<file path="src/rtl/universal_shift_reg_if.sv">
// rtl/universal_shift_reg_if.sv - control, data and status bundle for universal_shift_reg
interface universal_shift_reg_if #(
  parameter int WIDTH = 8,
  parameter int CNT_W = 4
);
  logic             start;
  logic [2:0]       op;
  logic [CNT_W-1:0] count;
  logic [WIDTH-1:0] load_data;
  logic             ser_in_l;
  logic             ser_in_r;
  logic [WIDTH-1:0] q;
  logic             busy;
  logic             done;
  logic             ser_out_l;
  logic             ser_out_r;

  modport master (
    output start, op, count, load_data, ser_in_l, ser_in_r,
    input  q, busy, done, ser_out_l, ser_out_r
  );

  modport slave (
    input  start, op, count, load_data, ser_in_l, ser_in_r,
    output q, busy, done, ser_out_l, ser_out_r
  );
endinterface

</file>
<file path="src/rtl/universal_shift_reg.sv">
// rtl/universal_shift_reg.sv - multi-step shift/rotate/load register, one bit step per cycle
module universal_shift_reg #(
  parameter int WIDTH = 8,
  parameter int CNT_W = 4
) (
  input  logic               clk,
  input  logic               reset,
  universal_shift_reg_if.slave bus
);
  localparam logic [2:0] OP_SHR  = 3'b001;
  localparam logic [2:0] OP_SHL  = 3'b010;
  localparam logic [2:0] OP_ROR  = 3'b011;
  localparam logic [2:0] OP_ROL  = 3'b100;
  localparam logic [2:0] OP_ASR  = 3'b101;
  localparam logic [2:0] OP_LOAD = 3'b110;

  typedef enum logic {IDLE, RUN} state_t;

  state_t           r_state, w_state_nxt;
  logic [WIDTH-1:0] r_q, w_q_nxt;
  logic             r_busy, w_busy_nxt;
  logic             r_done, w_done_nxt;
  logic [2:0]       r_op, w_op_nxt;
  logic [CNT_W-1:0] r_remaining, w_remaining_nxt;
  logic             w_is_shift;

  function automatic logic [WIDTH-1:0] f_step(input logic [WIDTH-1:0] v,
                                              input logic [2:0]       o,
                                              input logic             sl,
                                              input logic             sr);
    case (o)
      OP_SHR:  f_step = {sl, v[WIDTH-1:1]};
      OP_SHL:  f_step = {v[WIDTH-2:0], sr};
      OP_ROR:  f_step = {v[0], v[WIDTH-1:1]};
      OP_ROL:  f_step = {v[WIDTH-2:0], v[WIDTH-1]};
      OP_ASR:  f_step = {v[WIDTH-1], v[WIDTH-1:1]};
      default: f_step = v;
    endcase
  endfunction

  assign w_is_shift = (bus.op >= OP_SHR) && (bus.op <= OP_ASR);

  always_comb begin
    w_state_nxt     = r_state;
    w_q_nxt         = r_q;
    w_busy_nxt      = 1'b0;
    w_done_nxt      = 1'b0;
    w_op_nxt        = r_op;
    w_remaining_nxt = r_remaining;
    case (r_state)
      IDLE: begin
        if (bus.start) begin
          w_op_nxt = bus.op;
          if (bus.op == OP_LOAD) begin
            w_q_nxt    = bus.load_data;
            w_done_nxt = 1'b1;
          end else if (w_is_shift && bus.count != '0) begin
            // First step happens on the accept edge itself.
            w_q_nxt = f_step(r_q, bus.op, bus.ser_in_l, bus.ser_in_r);
            if (bus.count == CNT_W'(1)) begin
              w_done_nxt = 1'b1;
            end else begin
              w_busy_nxt      = 1'b1;
              w_state_nxt     = RUN;
              w_remaining_nxt = bus.count - CNT_W'(1);
            end
          end else begin
            w_done_nxt = 1'b1;
          end
        end
      end
      RUN: begin
        w_q_nxt = f_step(r_q, r_op, bus.ser_in_l, bus.ser_in_r);
        if (r_remaining == CNT_W'(1)) begin
          w_done_nxt      = 1'b1;
          w_state_nxt     = IDLE;
          w_remaining_nxt = '0;
        end else begin
          w_busy_nxt      = 1'b1;
          w_remaining_nxt = r_remaining - CNT_W'(1);
        end
      end
      default: w_state_nxt = IDLE;
    endcase
  end

  always_ff @(posedge clk or posedge reset) begin
    if (reset) begin
      r_state     <= IDLE;
      r_q         <= '0;
      r_busy      <= 1'b0;
      r_done      <= 1'b0;
      r_op        <= '0;
      r_remaining <= '0;
    end else begin
      r_state     <= w_state_nxt;
      r_q         <= w_q_nxt;
      r_busy      <= w_busy_nxt;
      r_done      <= w_done_nxt;
      r_op        <= w_op_nxt;
      r_remaining <= w_remaining_nxt;
    end
  end

  assign bus.q         = r_q;
  assign bus.busy      = r_busy;
  assign bus.done      = r_done;
  assign bus.ser_out_l = r_q[WIDTH-1];
  assign bus.ser_out_r = r_q[0];
endmodule

</file>
<file path="src/flat_wrapper.sv">
// flat-port wrapper written by rule: the top's interface ports become plain ports
module universal_shift_reg_flat 
#(
  parameter int WIDTH = 8,
  parameter int CNT_W = 4
)
  (clk, reset, bus_start, bus_op, bus_count, bus_load_data, bus_ser_in_l, bus_ser_in_r, bus_q, bus_busy, bus_done, bus_ser_out_l, bus_ser_out_r);
  universal_shift_reg_if #(.WIDTH(WIDTH), .CNT_W(CNT_W)) bus_i ();
  input  logic clk;
  input  logic reset;
  input wire logic [$bits(bus_i.start)-1:0] bus_start;
  input wire logic [$bits(bus_i.op)-1:0] bus_op;
  input wire logic [$bits(bus_i.count)-1:0] bus_count;
  input wire logic [$bits(bus_i.load_data)-1:0] bus_load_data;
  input wire logic [$bits(bus_i.ser_in_l)-1:0] bus_ser_in_l;
  input wire logic [$bits(bus_i.ser_in_r)-1:0] bus_ser_in_r;
  output wire logic [$bits(bus_i.q)-1:0] bus_q;
  output wire logic [$bits(bus_i.busy)-1:0] bus_busy;
  output wire logic [$bits(bus_i.done)-1:0] bus_done;
  output wire logic [$bits(bus_i.ser_out_l)-1:0] bus_ser_out_l;
  output wire logic [$bits(bus_i.ser_out_r)-1:0] bus_ser_out_r;
  assign bus_i.start = bus_start;
  assign bus_i.op = bus_op;
  assign bus_i.count = bus_count;
  assign bus_i.load_data = bus_load_data;
  assign bus_i.ser_in_l = bus_ser_in_l;
  assign bus_i.ser_in_r = bus_ser_in_r;
  assign bus_q = bus_i.q;
  assign bus_busy = bus_i.busy;
  assign bus_done = bus_i.done;
  assign bus_ser_out_l = bus_i.ser_out_l;
  assign bus_ser_out_r = bus_i.ser_out_r;
  universal_shift_reg #(.WIDTH(WIDTH), .CNT_W(CNT_W)) u_core (.clk(clk), .reset(reset), .bus(bus_i));
endmodule
</file>
<file path="config.mk">
export PLATFORM = sky130hd
export DESIGN_NAME = universal_shift_reg_flat
export DESIGN_NICKNAME = d
export VERILOG_FILES = /design/src/rtl/universal_shift_reg_if.sv /design/src/rtl/universal_shift_reg.sv /design/src/flat_wrapper.sv
export SDC_FILE = /design/constraint.sdc
export NUM_CORES = 1
export LEC_CHECK = 0
export BUFFER_PORTS_ARGS = -buffer_cell sky130_fd_sc_hd__clkbuf_2
export CAP_MARGIN = 20
export CORE_MARGIN = 1
export CORE_UTILIZATION = 42
export DETAILED_ROUTE_END_ITERATION = 7
export PLACE_DENSITY = 0.78
export SETUP_SLACK_MARGIN = 0.3
export SYNTH_ARGS = -nofsm -noshare
export SYNTH_HDL_FRONTEND = slang
export SYNTH_SLANG_ARGS = --single-unit
</file>
<file path="constraint.sdc">
create_clock -name clk -period 1.62 [get_ports clk]
set_input_delay 0.486 -clock clk [delete_from_list [all_inputs] [get_ports clk]]
set_output_delay 0.486 -clock clk [all_outputs]
set_load 0.02 [all_outputs]
</file>
==> flow_metrics.env, run 1 <==
export IMPL_grtUsageTotal=0.267
export IMPL_synth_seq_cells=17
export IMPL_ys_seq_area_frac=0.280
export IMPL_wl_per_cell_um=18.0
export IMPL_postCtsHoldBufs=0
export IMPL_grt_overflow=0
export IMPL_die_area_um2=3860
export IMPL_viasPerCell=5.92
export IMPL_r2r_slack_ns=0.01
export IMPL_rows=21
export IMPL_ys_warn_count=0
export IMPL_syn_inst=168
export IMPL_p_per_area_nw_per_um2=1850
export IMPL_vias=1700
export IMPL_endpoint_kind="register"
export IMPL_hold_viol_final=0
export IMPL_design_core_area_um2=3390
export IMPL_p_leak_nw=1.10
export IMPL_drt_met1_wl_mm=2.05
export IMPL_slew_violations=0
export IMPL_drt_initial_drc_count=188
export IMPL_slew_headroom=0.719
export IMPL_numCtsBuffers=3
export IMPL_rsz0062_at_grt="yes"
export IMPL_fin_nets=266
export IMPL_syn_area_um2=1520
export IMPL_timing_rr_end="u_core.bus.q[1]"
export IMPL_worstMarginPinSlew_ns=0.417
export IMPL_synth_fp_nets=192
export IMPL_highest_layer="met4"
export IMPL_io_pin_count=32
export IMPL_setup_viol=10
export IMPL_die_h_um=62.2
export IMPL_peakVddDrop_mv=1.03
export IMPL_synth_flop_cell="dfrtp_1"
export IMPL_cts_buffer_depth=2
export IMPL_layoutNonFillerInstCount=287
export IMPL_crit_path_cell_trace="clkbuf_16, inv_12, ha_4, or3b_4, a21oi_4, o31a_4, buf_12, o41ai_2"
export IMPL_grt_max_degree=19
export IMPL_cp_max_fo=8
export IMPL_grt_pass1_wl_mm=8.25
export IMPL_syn_mean_instance_area_um2=9.05
export IMPL_globalplace_congestion=0.844
export IMPL_cp_slowest_cell="or3b_4"
export IMPL_cts_sinks=17
export IMPL_layout_min_cycle_time_ns=1.69
export IMPL_first_global_vias=1707
export IMPL_wl_met2_mm=2.65
export IMPL_drc=0
export IMPL_post_place_cells=256
export IMPL_start_util=0.449
export IMPL_die_w_um=62.2
export IMPL_cp_required_ns=1.81
export IMPL_clkTransAtPathRegs_ns=0.13
export IMPL_fin_skew_ns=0.0154
export IMPL_diodes=0
export IMPL_critical_path_class="input pin to register"
export IMPL_dr_wl_met3_um=320
export IMPL_yosysUniqueCellTypes=46
export IMPL_fillers=225
export IMPL_synth_async_sr_flop_share=1.00
export IMPL_totalWireLength_mm=5.16
export IMPL_crit_path_start_kind="input pin"
export IMPL_fin_crit_sh=1.05
export IMPL_rr_worst_depth=6
export IMPL_hpwl_mm=2.77
export IMPL_firstDrtPassIters=4
export IMPL_outcome="finished, violations left"
export IMPL_timing_fmax_ghz=0.590
export IMPL_antenna_found_initial=0
export IMPL_cts_tree="done"
export IMPL_synth_edf_count=0
export IMPL_insertion_delay_ns=0.31
export IMPL_place_ws_ns=-0.380
export IMPL_root_buffer="clkbuf_4"
export IMPL_r2r_start="u_core.r_state"
export IMPL_violations="setup timing"
export IMPL_drive_above_1_share=0.510
export IMPL_slowest_delay_ns=0.41
export IMPL_power_mw=4.51
export IMPL_area_growth_pct=60.2
export IMPL_cap_violations=0
export IMPL_finalWorstSetupSlack_ns=-0.0749
export IMPL_htree_levels=1
export IMPL_min_path_type="input pin to asynchronous set/reset pin"
export IMPL_port_buffers=31
export IMPL_cp_arrival_ns=1.88
export IMPL_ant_nets=0
worst max path at each step:
stage            startpoint         endpoint  slack [ns]  depth (start not counted)
2_1_floorplan  bus_count[1]  u_core.bus.q[0]       -0.11                          6
3_3_place_gp   bus_count[1]  u_core.bus.q[3]       -0.39                          8
3_5_place_dp   bus_count[1]  u_core.bus.q[0]       -0.38                          7
4_1_cts        bus_count[0]  u_core.bus.q[0]       -0.03                          7
5_1_grt        bus_count[1]  u_core.bus.q[5]       -0.10                          8
6_report       bus_count[1]  u_core.bus.q[5]       -0.07                          8
per-layer routing:
layer | GRT usage | vias up
li1 | - | 795
met1 | 0.335 | 805
met2 | 0.459 | 85
met3 | 0.0313 | 15
met4 | 0.119 | 0
met5 | 0 | -
area by class of cell:
cell class | instances | area [um^2] | share of cell area
clock buffers | 3 | 22.5 | 0.00925
clock inverters | 1 | 5.00 | 0.00206
inverters | 13 | 73.8 | 0.0303
multi-input cells | 122 | 1060 | 0.435
flip-flops and latches | 17 | 430 | 0.177
well taps | 46 | 57.6 | 0.0236
repair buffers | 85 | 786 | 0.323
worst max-delay path: cells and delay by family:
family / cells / cell delay (ns)
AND/OR/NAND/NOR: 1 / 0.41
AO/OA/AOI/OAI: 3 / 0.54
buffers and inverters: 3 / 0.31
adder cells (fa/ha/maj): 1 / 0.12
cell families after synthesis:
kind of cell | Yosys count | share of synthesized area
buf+inv | 29 | 0.0872
flops | 17 | 0.280
simple gates | 49 | 0.175
mux | 8 | 0.0560
fa+ha+maj | 4 | 0.0329
xor+xnor | 4 | 0.0230
compound gates | 57 | 0.346
repair_timing:
| item | in CTS | in global routing |
|---|---|---|
| pin swaps | 6 | 5 |
| gates cloned | 1 | 0 |
| setup buffers | 22 | 4 |
| setup endpoints to repair | 24 | 29 |
| gates resized for setup | 45 | 20 |
cells in the mapped netlist, drive strengths merged, types with 5 or more instances:
library cell / number / area share
o41ai: 6 / 0.064
dfrtp: 17 / 0.28
o311ai: 7 / 0.040
nand2: 9 / 0.022
o311a: 6 / 0.040
o21ai: 11 / 0.039
inv: 13 / 0.032
clkbuf: 5 / 0.012
o32a: 6 / 0.040
buf: 11 / 0.043
nor2: 9 / 0.022
nor3: 10 / 0.033
stage by stage:
stage                     area [um^2]  utilization  hold slack [ns]  TNS, ns
final                            2430        0.718            0.148   -0.504
after global routing             2430        0.718            0.171   -0.853
after CTS                        2340        0.690            0.157  -0.0317
after detailed placement         1930        0.570            0.497    -3.81
after global placement           1930        0.570            0.497    -3.59
after floorplan                  1600            -            0.412   -0.542
placed cells by master (no fill, tap or decap), types with 4 or more instances in the layout:
master,netlist,layout
dfrtp_1,17,13
nor3_1,10,10
clkbuf_2,0,17
o32a_1,6,6
mux2i_1,4,4
buf_4,2,42
inv_1,13,11
clkbuf_8,0,5
buf_6,1,11
o21ai_0,10,10
dfrtp_2,0,4
o41ai_2,6,6
buf_8,0,5
nand2_1,9,8
nor2_1,9,8
o311ai_1,0,4
o311a_1,6,6
power breakdown:
part	total [mW]	internal, mW	switching [mW]	leakage (nW)
sequential	0.874	0.656	0.217	0.202
clock	0.252	0.0920	0.160	0.0177
combinational	3.38	1.78	1.60	0.882
total	4.51	2.53	1.98	1.10
state kept, by name, summed over array words and instances (netlist names):
register,flops
u_core.bus.done,1
u_core.bus.q,8
u_core.r_op,3
u_core.r_remaining,4
u_core.r_state,1
(Power assumes the default switching activity.)
==> inputs of run 2 (changes only) <==
ABC_AREA = 1   (was unset)
SETUP_SLACK_MARGIN = unset   (was 0.3)
==> run 2 against run 1 <==
Compared with the run above: the run now ends clean; sequential cell count stayed put; clock-buffer cell count stayed put; non-clock buffer count is 45 lower; synthesized area is 0.82% higher; register-to-register slack better by 0.09 ns; worst setup slack better by 0.13 ns; die area is 0.81% higher; maximum frequency is 8.4% higher; utilization is 20 points lower; power is 26% lower; critical path type is now register to output pin; critical endpoint is now bus_busy; largest power group unchanged; highest routed layer unchanged.
==> flow_metrics.env, run 2 <==
export IMPL_layout_min_cycle_time_ns=1.56
export IMPL_ant_nets=0
export IMPL_p_clk_frac=0.075
export IMPL_die_h_um=62.4
export IMPL_setup_viol=0
export IMPL_design_core_area_um2=3420
export IMPL_yosys_mux_area_fraction=0
export IMPL_crit_path_start_kind="register"
export IMPL_rows=21
export IMPL_cp_max_fo=7
export IMPL_min_path_type="input pin to asynchronous set/reset pin"
export IMPL_totalWireLength_mm=3.58
export IMPL_dr_wl_met3_um=181
export IMPL_slew_headroom=0.753
export IMPL_rr_worst_depth=6
export IMPL_worstMarginPinSlew_ns=0.367
export IMPL_p_leak_nw=0.981
export IMPL_vias=1542
export IMPL_synth_flop_cell="dfrtp_1"
export IMPL_fin_skew_ns=0.00648
export IMPL_start_util=0.449
export IMPL_yosysUniqueCellTypes=29
export IMPL_r2r_slack_ns=0.10
export IMPL_numCtsBuffers=3
export IMPL_critical_path_class="register to output pin"
export IMPL_yosysMostFrequentCell="nand2_1"
export IMPL_fin_crit_sh=0.965
export IMPL_port_buffers=31
export IMPL_diodes=0
export IMPL_viasPerCell=5.06
export IMPL_drt_met1_wl_mm=1.71
export IMPL_io_pin_count=32
export IMPL_cp_slowest_cell="dfrtp_2"
export IMPL_synth_edf_count=0
export IMPL_globalplace_congestion=0.867
export IMPL_layoutNonFillerInstCount=305
export IMPL_post_place_cells=300
export IMPL_drc=0
export IMPL_die_w_um=62.4
export IMPL_synth_fp_nets=248
export IMPL_synth_top_area_share=0.278
export IMPL_yosys_area_share_simple=0.395
export IMPL_grt_overflow=0
export IMPL_synth_commonest_cells="52 x nand2_1, 34 x inv_1, 31 x nand3_1"
export IMPL_postCtsHoldBufs=0
export IMPL_ys_seq_area_frac=0.278
export IMPL_synth_seq_cells=17
export IMPL_grt_pass1_wl_mm=6.10
export IMPL_timing_fmax_ghz=0.640
export IMPL_wl_met2_mm=1.65
export IMPL_first_global_vias=1338
export IMPL_seq_power_share=0.270
export IMPL_drive_above_1_share=0.274
export IMPL_r2r_start="u_core.r_op[1]"
export IMPL_slew_violations=0
export IMPL_final_cell_mix="52 x nand2_1, 34 x inv_1, 31 x nand3_1, 30 x clkbuf_2, 17 x o21ai_0"
export IMPL_cap_violations=0
export IMPL_area_growth_pct=16.2
export IMPL_layout_commonest_cell="nand2_1"
export IMPL_fin_util=0.521
export IMPL_synth_compound_area_share=0.136
export IMPL_p_sw_frac=0.533
export IMPL_antenna_found_initial=0
export IMPL_insertion_delay_ns=0.31
export IMPL_synth_top_family_by_area="simple AND/OR/NAND/NOR gates"
export IMPL_synth_adder_area_share=0.0327
export IMPL_tns_ns=0
export IMPL_die_area_um2=3900
export IMPL_fin_nets=284
export IMPL_synth_xor_area_share=0.0171
export IMPL_hold_viol_final=0
export IMPL_hpwl_mm=2.80
export IMPL_wl_per_cell_um=11.7
export IMPL_clkTransAtPathRegs_ns=0.12
export IMPL_cp_arrival_ns=1.08
export IMPL_power_switching_mw=1.78
export IMPL_cp_required_ns=1.13
export IMPL_cp_buffers_inverters=2
export IMPL_highest_layer="met4"
export IMPL_rsz0062_at_grt="no"
export IMPL_yosysTopAreaCell="dfrtp_1"
export IMPL_syn_inst=224
export IMPL_slowest_delay_ns=0.47
export IMPL_cts_tree="done"
export IMPL_timing_rr_end="u_core.bus.q[2]"
export IMPL_cts_sinks=17
export IMPL_grtUsageTotal=0.194
export IMPL_crit_path_cell_trace="buf_6, buf_2"
export IMPL_syn_mean_instance_area_um2=6.84
export IMPL_timing_hold_ws_ns=0.147
export IMPL_root_buffer="clkbuf_4"
export IMPL_htree_levels=1
export IMPL_ys_top_cells_by_area="dfrtp_1 28%, nand2_1 13%, nand3_1 10%"
export IMPL_outcome="finished, final reports clean"
export IMPL_ys_warn_count=0
export IMPL_crit_family="flip-flops"
export IMPL_grt_max_degree=18
export IMPL_drt_initial_drc_count=106
export IMPL_p_per_area_nw_per_um2=1880
export IMPL_synth_async_sr_flop_share=1.00
export IMPL_endpoint_kind="output pin"
export IMPL_firstDrtPassIters=4
export IMPL_finalWorstSetupSlack_ns=0.0571
export IMPL_place_ws_ns=-0.0222
export IMPL_largest_reg_flops=8
export IMPL_internal_power_mw=1.56
export IMPL_pwr_share_comb=0.655
export IMPL_peakVddDrop_mv=0.821
export IMPL_cts_buffer_depth=2
export IMPL_syn_area_um2=1530
-- run 2: changes by cell type after synthesis, sizes merged, moves of 6 or more --
cell / change
o32a: -6
nand4: +6
o21ai: +19
inv: +26
nand2: +48
o311a: -6
nand3: +37
o41ai: -6
o311ai: -7
nor3: -10
-- run 2: logic make-up (layout without fill, tap and decap cells) --
| family | count (synthesis) | after routing |
|---|---|---|
| simple gates | 113 | 113 |
| fa+ha+maj | 4 | 4 |
| flops | 17 | 17 |
| compound gates | 39 | 39 |
| buf+inv | 48 | 83 |
| xor+xnor | 3 | 3 |
-- run 2: cell type report --
type | instances | area (um^2)
tap | 46 | 57.6
inverter | 39 | 151
sequential | 17 | 427
fill | 362 | 1640
multi-input combinational | 159 | 891
timing repair buffer | 40 | 226
clock buffer | 3 | 22.5
clock inverter | 1 | 5.00
-- run 2: repair_timing --
item / 4_1_cts / 5_1_grt
resized for setup: 1 / 2
buffers inserted: 0 / 1
endpoints found under the setup margin: 1 / 1
-- run 2: power groups by stage --
stage	clock (mW)	sequential (mW)	combinational [mW]
floorplan	0	0.990	1.57
global placement	0	0.900	2.10
detailed placement	0	0.908	2.13
CTS	0.247	0.901	2.16
global route	0.268	0.935	2.47
finish	0.250	0.902	2.19
-- run 2: worst max-delay path by stage --
stage | startpoint | endpoint | slack, ns | cells past startpoint
2_1_floorplan | bus_count[1] | u_core.bus.q[0] | 0.24 | 9
3_3_place_gp | bus_count[0] | u_core.bus.q[2] | 0.04 | 10
3_5_place_dp | bus_count[0] | u_core.bus.q[7] | -0.02 | 9
4_1_cts | u_core.r_state | bus_busy | 0.03 | 2
5_1_grt | u_core.r_state | bus_busy | 0.01 | 2
6_report | u_core.r_state | bus_busy | 0.06 | 2
-- run 2: worst min-delay path, cell delays in order --
cell and delay [ns]:
clkbuf_2 0.08, inv_1 0.04, buf_4 0.24
-- run 2: per-stage QoR --
step / area [um^2] / power, mW
after floorplan: 1530 / 2.56
after global placement: 1740 / 3.00
after detailed placement: 1740 / 3.04
after CTS: 1770 / 3.31
after global routing: 1780 / 3.67
final: 1780 / 3.34
-- run 2: routing by layer --
layer  up-vias  track usage
li1        797            -
met1       697        0.271
met2        43        0.311
met3         5       0.0255
met4         0       0.0581
met5         -            0
